### src/rtl/mux_nto1_hs_if.sv
// Stream bundle for the N:1 handshake mux: CH input streams, one output stream,
// and the channel-selection controls. The mux uses the slave view.
interface mux_nto1_hs_if #(
  parameter int CH = 4,
  parameter int W  = 8
);
  localparam int SELW = $clog2(CH);

  logic [CH*W-1:0] in_data;
  logic [CH-1:0]   in_valid;
  logic [CH-1:0]   in_ready;
  logic            mode;
  logic [SELW-1:0] sel;
  logic [W-1:0]    out_data;
  logic            out_valid;
  logic            out_ready;
  logic [SELW-1:0] out_ch;

  modport slave (
    input  in_data, in_valid, mode, sel, out_ready,
    output in_ready, out_data, out_valid, out_ch
  );

  modport master (
    output in_data, in_valid, mode, sel, out_ready,
    input  in_ready, out_data, out_valid, out_ch
  );
endinterface

### src/rtl/mux_nto1_hs.sv
// Registered CH:1 stream mux with fixed-select or round-robin arbitration.
// Optional handshake counter port xfer_cnt is built when MUXN_XFER_CNT_EN is defined.
module mux_nto1_hs #(
  parameter int CH = 4,
  parameter int W  = 8
) (
  input  logic        clk,
  input  logic        rst_n,
`ifdef MUXN_XFER_CNT_EN
  output logic [15:0] xfer_cnt,
`endif
  mux_nto1_hs_if.slave bus
);
  localparam int SELW = $clog2(CH);
  localparam logic [SELW-1:0] LAST_CH = SELW'(CH - 1);

  logic [W-1:0]    out_data_q, out_data_d;
  logic            out_valid_q, out_valid_d;
  logic [SELW-1:0] out_ch_q, out_ch_d;
  logic [SELW-1:0] rr_q, rr_d;

  logic            load_en;
  logic            sel_ok;
  logic            grant_vld;
  logic [SELW-1:0] grant_idx;
  logic [W-1:0]    grant_data;
  logic            xfer;
  logic [W-1:0]    ch_data [CH];

  // rst_n gates ready so no channel sees a handshake while reset is held.
  assign load_en = rst_n && (!out_valid_q || bus.out_ready);

  // Fixed mode offers ready on the selected channel regardless of its valid.
  generate
    for (genvar gi = 0; gi < CH; gi++) begin : g_ch
      assign ch_data[gi]      = bus.in_data[gi*W +: W];
      assign bus.in_ready[gi] = load_en &&
          (bus.mode ? (grant_vld && (grant_idx == SELW'(gi)))
                    : (sel_ok && (bus.sel == SELW'(gi))));
    end
  endgenerate

  always_comb begin
    sel_ok    = 1'b0;
    grant_vld = 1'b0;
    grant_idx = '0;
    for (int i = 0; i < CH; i++) begin
      if (bus.sel == SELW'(i)) sel_ok = 1'b1;
    end
    if (!bus.mode) begin
      for (int i = 0; i < CH; i++) begin
        if (bus.sel == SELW'(i) && bus.in_valid[i]) begin
          grant_vld = 1'b1;
          grant_idx = SELW'(i);
        end
      end
    end else begin
      // Scan from farthest to nearest so the channel closest to rr_q wins.
      for (int k = CH - 1; k >= 0; k--) begin
        if (bus.in_valid[(int'(rr_q) + k) % CH]) begin
          grant_vld = 1'b1;
          grant_idx = SELW'((int'(rr_q) + k) % CH);
        end
      end
    end
  end

  always_comb begin
    grant_data = '0;
    for (int i = 0; i < CH; i++) begin
      if (grant_idx == SELW'(i)) grant_data = ch_data[i];
    end
  end

  assign xfer = load_en && grant_vld;

  always_comb begin
    out_data_d  = out_data_q;
    out_valid_d = out_valid_q;
    out_ch_d    = out_ch_q;
    rr_d        = rr_q;
    if (xfer) begin
      out_data_d  = grant_data;
      out_valid_d = 1'b1;
      out_ch_d    = grant_idx;
      if (bus.mode) rr_d = (grant_idx == LAST_CH) ? '0 : grant_idx + 1'b1;
    end else if (out_valid_q && bus.out_ready) begin
      out_valid_d = 1'b0;
    end
  end

  always_ff @(posedge clk or negedge rst_n) begin
    if (!rst_n) begin
      out_data_q  <= '0;
      out_valid_q <= 1'b0;
      out_ch_q    <= '0;
      rr_q        <= '0;
    end else begin
      out_data_q  <= out_data_d;
      out_valid_q <= out_valid_d;
      out_ch_q    <= out_ch_d;
      rr_q        <= rr_d;
    end
  end

  assign bus.out_data  = out_data_q;
  assign bus.out_valid = out_valid_q;
  assign bus.out_ch    = out_ch_q;

`ifdef MUXN_XFER_CNT_EN
  logic [15:0] xfer_cnt_q;

  always_ff @(posedge clk or negedge rst_n) begin
    if (!rst_n) begin
      xfer_cnt_q <= '0;
    end else if (out_valid_q && bus.out_ready && (xfer_cnt_q != 16'hFFFF)) begin
      xfer_cnt_q <= xfer_cnt_q + 16'd1;
    end
  end

  assign xfer_cnt = xfer_cnt_q;
`endif
endmodule

### src/flat_wrapper.sv
// flat-port wrapper written by rule: the top's interface ports become plain ports
module mux_nto1_hs_flat 
#(
  parameter int CH = 4,
  parameter int W  = 8
)
  (clk, rst_n, bus_in_data, bus_in_valid, bus_mode, bus_sel, bus_out_ready, bus_in_ready, bus_out_data, bus_out_valid, bus_out_ch);
  mux_nto1_hs_if #(.CH(CH), .W(W)) bus_i ();
  input  logic clk;
  input  logic rst_n;
  input wire logic [$bits(bus_i.in_data)-1:0] bus_in_data;
  input wire logic [$bits(bus_i.in_valid)-1:0] bus_in_valid;
  input wire logic [$bits(bus_i.mode)-1:0] bus_mode;
  input wire logic [$bits(bus_i.sel)-1:0] bus_sel;
  input wire logic [$bits(bus_i.out_ready)-1:0] bus_out_ready;
  output wire logic [$bits(bus_i.in_ready)-1:0] bus_in_ready;
  output wire logic [$bits(bus_i.out_data)-1:0] bus_out_data;
  output wire logic [$bits(bus_i.out_valid)-1:0] bus_out_valid;
  output wire logic [$bits(bus_i.out_ch)-1:0] bus_out_ch;
  assign bus_i.in_data = bus_in_data;
  assign bus_i.in_valid = bus_in_valid;
  assign bus_i.mode = bus_mode;
  assign bus_i.sel = bus_sel;
  assign bus_i.out_ready = bus_out_ready;
  assign bus_in_ready = bus_i.in_ready;
  assign bus_out_data = bus_i.out_data;
  assign bus_out_valid = bus_i.out_valid;
  assign bus_out_ch = bus_i.out_ch;
  mux_nto1_hs #(.CH(CH), .W(W)) u_core (.clk(clk), .rst_n(rst_n), .bus(bus_i));
endmodule
### config.mk
export PLATFORM = sky130hd
export DESIGN_NAME = mux_nto1_hs_flat
export DESIGN_NICKNAME = d
export VERILOG_FILES = /design/src/rtl/mux_nto1_hs_if.sv /design/src/rtl/mux_nto1_hs.sv /design/src/flat_wrapper.sv
export SDC_FILE = /design/constraint.sdc
export NUM_CORES = 1
export LEC_CHECK = 0
export CORE_MARGIN = 2
export CORE_UTILIZATION = 38
export DETAILED_ROUTE_END_ITERATION = 10
export PLACE_DENSITY = 0.84
export SETUP_SLACK_MARGIN = 0.02
export SLEW_MARGIN = 20
export SYNTH_ARGS = -nofsm -noshare
export SYNTH_HDL_FRONTEND = slang
export SYNTH_SLANG_ARGS = --single-unit
export TNS_END_PERCENT = 5
### constraint.sdc
create_clock -name clk -period 2.8 [get_ports clk]
set_clock_uncertainty 0.05 [all_clocks]
set_input_delay 0.42 -clock clk [delete_from_list [all_inputs] [get_ports clk]]
set_output_delay 0.42 -clock clk [all_outputs]
set_load 0.005 [all_outputs]
[Yosys cells after proc, flatten, opt, wreduce, memory -nomap -nowiden]
Index checks and enable logic that the tools add are counted.
Storage, ports and cells
  memory bits (writable): 0
  output and inout bits: 15
  word-level logic and storage cells: 92
  input bits: 42
  memories: 0
  latch bits: 0
  bits in read-only memories: 0
  register bits after elaboration: 13
Operators by class
  $lt $le $gt $ge: 4
  divide/modulo/power cells: 0
  multiply operators: 0
  shift-type cells: 0
  add/subtract/negate cells: 4
  multiplexer cells: 43
  equal/unequal tests: 6
  bitwise operators: 3
  reduce and logical (&&, ||, !) cells: 28
Operators by type and width (number)
  2-to-1 mux 8 bit: 4
  2-to-1 mux 1 bit: 27
  logical AND 1 bit: 19
  2-to-1 mux 2 bit: 8
  < comparator 3 x 4 -> 1 bit, second input constant: 3
  binary-select mux 1 bit (select 2 bit): 4
  equality test 2 bit, second input constant: 4
  OR reduction 2 bit: 3
  adder 2 x 1 -> 2 bit, second input constant: 2
  adder 2 bit, second input constant: 2
  equality test 2 x 1 -> 1 bit, second input constant: 2
  logical NOT 2 bit: 2
  AND 1 bit, first input constant: 3
  < comparator 2 x 3 -> 1 bit, second input constant: 1
  AND reduction 2 bit: 1
  nonzero test 2 bit: 1
  logical NOT 1 bit: 1
  logical OR 1 bit: 1

[Depth between registers and ports, before layout]
  depth in word-level cells: 16
  gate-level depth with buffers: 11
  mapped depth without buffers: 11

[Worst setup path before layout]
OpenSTA, ideal clock, no wires.
  path kind: register to output
  start: reg u_core.rr_q[1]
  end: out bus_in_ready[3]
  slack: 376 ps
  required time: 2330 ps
  cell stages (with the launch flop): 10
  arrival time: 1954 ps
  cells stage by stage: dfrtp_1 > mux2i_1 > a221oi_1 > nand2_1 > o21ai_0 > ha_1 > clkbuf_1 > clkbuf_4 > nand3_1 > a21oi_1
On the way
  longest elaborated chain between the ends: 13
  elaborated cells between the ends (all ways): 28
Ends and longest elaborated chain
  start: declaration: RTL line mux_nto1_hs.sv:20  | logic [SELW-1:0] rr_q, rr_d;
  start signal: assignment: RTL line mux_nto1_hs.sv:102  | rr_q <= rr_d;
  adder 2 bit: RTL line mux_nto1_hs.sv:60  | if (bus.in_valid[(int'(rr_q) + k) % CH]) begin
  binary-select mux 1 bit (select 2 bit): RTL line mux_nto1_hs.sv:60
  2-to-1 mux 1 bit (implied by the code) (2 in a row): RTL line mux_nto1_hs.sv:60
  2-to-1 mux 2 bit (3 in a row): RTL line mux_nto1_hs.sv:60
  2-to-1 mux 2 bit (*): RTL line mux_nto1_hs.sv:60
  2-to-1 mux 2 bit (*): RTL line mux_nto1_hs.sv:50  | if (!bus.mode) begin
  named net u_core.grant_idx[0]: RTL line mux_nto1_hs.sv:25  | logic [SELW-1:0] grant_idx;
  equality test 2 bit (*): RTL line mux_nto1_hs.sv:38  | (bus.mode ? (grant_vld && (grant_idx == SELW'(gi)))
  logical AND 1 bit (*): RTL line mux_nto1_hs.sv:38
  2-to-1 mux 1 bit (*): RTL line mux_nto1_hs.sv:38
  logical AND 1 bit (*): RTL line mux_nto1_hs.sv:37  | assign bus.in_ready[gi] = load_en &&
  end: declaration: RTL line flat_wrapper.sv:16  | output wire logic [$bits(bus_i.in_ready)-1:0] bus_in_ready;
Mark *: on every way through the listed nets, which the timed path passes. The rest lies on a longest branch. The select of a mux whose other input is x is not followed.

[Final worst setup path]
  start: in bus_in_valid[3]
  end: out bus_in_ready[2]
On the way
  longest elaborated chain between the ends: 12
  elaborated cells between the ends (all ways): 28
Ends and longest elaborated chain
  start: declaration: RTL line flat_wrapper.sv:12  | input wire logic [$bits(bus_i.in_valid)-1:0] bus_in_valid;
  binary-select mux 1 bit (select 2 bit): RTL line mux_nto1_hs.sv:60
  2-to-1 mux 1 bit (implied by the code) (2 in a row): RTL line mux_nto1_hs.sv:60
  2-to-1 mux 2 bit (4 in a row): RTL line mux_nto1_hs.sv:60
  2-to-1 mux 2 bit (*): RTL line mux_nto1_hs.sv:50
  named net u_core.grant_idx[0]: RTL line mux_nto1_hs.sv:25
  equality test 2 bit (*): RTL line mux_nto1_hs.sv:38
  logical AND 1 bit (*): RTL line mux_nto1_hs.sv:38
  2-to-1 mux 1 bit (*): RTL line mux_nto1_hs.sv:38
  logical AND 1 bit (*): RTL line mux_nto1_hs.sv:37
Marks and branches as above.

==> metrics <==
status=finished with violations; failing checks=setup timing; Crit Path Class=primary input to primary output; most frequent cells in the layout=clkdlybuf4s50_1, buf_4, nand2_1; Main synth FF type=dfrtp_1; Worst Hold Class=primary input to async pin; syn nets=175; post-cts hold buffer count=0; Boundary Pins=57; n_diodes=0; Root Driver=clkbuf_4; initial antenna violation count=0; worst-path fanout max=4; sequential element share of the synthesized area=0.314; vias=1246; Final nets=253; Cell Rows=18; Worst setup SP type=primary input; top post-synthesis cells by area=dfrtp_1, a21oi_1, a221oi_1; Worst-Skew Late Latency=270 ps; Critical Path Sink Type=primary output; most common cell after layout, fill and taps aside=clkdlybuf4s50_1; 1st-iter DRT viols=23; Peak VDD IR=0.358 mV; final slew viol count=0; dpl hpwl=2660 um; H-tree depth=1; Synth Register Bits=13; core area=0.00252 mm2; fin cells=236; Post-Synthesis Cell Area=0.00104 mm2; worst setup margin=-104 ps; GRT Util Overall=0.211; crit path cell chain=clkdlybuf4s50_1, mux2i_1, a221oi_2, nand2_1, o21ai_2, buf_4, inv_1, ha_1, a31oi_1, nor2_1, dlygate4sd2_1; syn avg cell area=8.04 um2; DR DRC count=0; min Tclk post-route=2900 ps; post-route ant nets=0; yosys warns=0; Buffers on Ports=56; die area=0.00316 mm2; routed vias/inst=5.28; MaxCap Viol Count=0; routed wire length=3440 um; top cell type's share of synthesized area=0.314; CP max stage delay=480 ps; gpl congestion=0.826; final setup TNS=-200 ps; Inst Count DP=227; Total Power=987 uW; layout cells sized above 1=0.228; routed wire length per instance=14.6 um; Initial Utilization=0.411; total grt overflow=0; Worst Setup Slack post-DPL=-452 ps; ys async rst share=1.00; Post-synth EDFFs=0; Critical Path AT=2430 ps; CP max stage cell=clkdlybuf4s50_1; Least-Margin Pin Slew=409 ps; CTS tree=built; CTS sink count=13; Gate Count Post-Synth=129; Chip Height=56.2 um; top cell type by total area after synthesis=dfrtp_1; leakage power=0.863 nW; Initial DRT Pass Iterations=5; clock-pin slew on the worst setup and hold paths=80 ps; fmax=0.344 GHz; fill cell count=197; clk buf depth=2; relative slew slack=0.725; RSZ-0062 raised after global routing=true; Hold Fails Final Rpt=0; synth unique cells=32; pwr dens=526 mW/mm2; area delta synth->final=80.8%; period utilization=1.04; largest net degree at the start of global routing=18; Reg area=327 um2; Core Util, Final=0.744; Final setup viols=2; Num CTS Buffers=3; first-pass GRT wire length=5260 um; Worst Path Required=2330 ps; vias in the first global route=1169; multi-input logic area=699 um2; Chip Width=56.2 um
-- layout make-up --
| class | count | share of cell area |
|---|---|---|
| inverter | 6 | 0.0120 |
| tap | 30 | 0.0200 |
| multi-input combinational | 102 | 0.373 |
| sequential | 13 | 0.174 |
| clock buffer | 4 | 0.0140 |
| timing repair buffer | 81 | 0.407 |
-- synthesized netlist by cell type, types with 2 or more instances --
cell,n
nand2_1,16
a21oi_1,14
dfrtp_1,13
o21ai_0,11
nor3_1,9
a221oi_1,8
nor2_1,8
nor2b_1,8
inv_1,6
clkbuf_1,5
ha_1,4
mux2i_1,4
a31oi_1,2
mux2_2,2
or2b_2,2
-- power breakdown --
group          internal, mW  leakage, nW  total, mW  switching, mW
combinational         0.336        0.687      0.571          0.235
clock                0.0552       0.0150      0.114         0.0588
sequential            0.253        0.161      0.302         0.0488
-- metal layers --
| layer | track usage | routed length [um] | share of wire | vias up |
|---|---|---|---|---|
| met5 | 0 | 0 | 0 | - |
| met4 | 0.102 | 95 | 0.028 | 0 |
| met3 | 0.0279 | 172 | 0.050 | 10 |
| met2 | 0.356 | 1780 | 0.52 | 46 |
| met1 | 0.262 | 1390 | 0.40 | 567 |
| li1 | - | - | - | 623 |
-- cell families after synthesis --
family,share of synthesized area
DFF,0.314
muxes,0.0603
AOI/OAI and AO/OA,0.286
and+or+nand+nor,0.229
adders and majority gates,0.0483
buffers and inverters,0.0627
-- sequential cells by signal, summed over array words and instances, names as in the netlist --
| name | cells |
|---|---|
| u_core.bus.out_data | 8 |
| u_core.bus.out_ch | 2 |
| u_core.rr_q | 2 |
| u_core.bus.out_valid | 1 |
-- final timing paths --
path | startpoint | to | slack (ps) | depth (start not counted)
max | bus_in_valid[3] | bus_in_ready[2] | -100 | 11
min | rst_n | u_core.bus.out_valid | 420 | 2
max reg2reg | u_core.rr_q[1] | u_core.bus.out_data[4] | 190 | 13
min reg2reg | u_core.bus.out_data[6] | u_core.bus.out_data[6] | 430 | 2
max in group asynchronous | rst_n | u_core.rr_q[1] | 2110 | 2
min in group clk | u_core.bus.out_data[6] | u_core.bus.out_data[6] | 430 | 2
-- metrics by stage --
stage / area [um2] / hold WS [ps]
after CTS: 1800 / 414
after global routing: 1880 / 431
after detailed placement: 1760 / 416
after floorplan: 1040 / 74.4
after global placement: 1760 / 413
final: 1880 / 419
-- critical path: cells and delay by family --
family	cells	cell delay, ps
buffers and inverters	4	960
AO/OA/AOI/OAI	3	600
adder cells (fa/ha/maj)	1	210
AND/OR/NAND/NOR	2	150
multiplexers	1	100
-- repair_timing --
item / CTS / global route
buffers inserted: 2 / 3
gates resized for setup: 10 / 13
pin swaps: 3 / 5
endpoints found under the setup margin: 11 / 9
No activity file was read; power rests on OpenSTA's default activity.
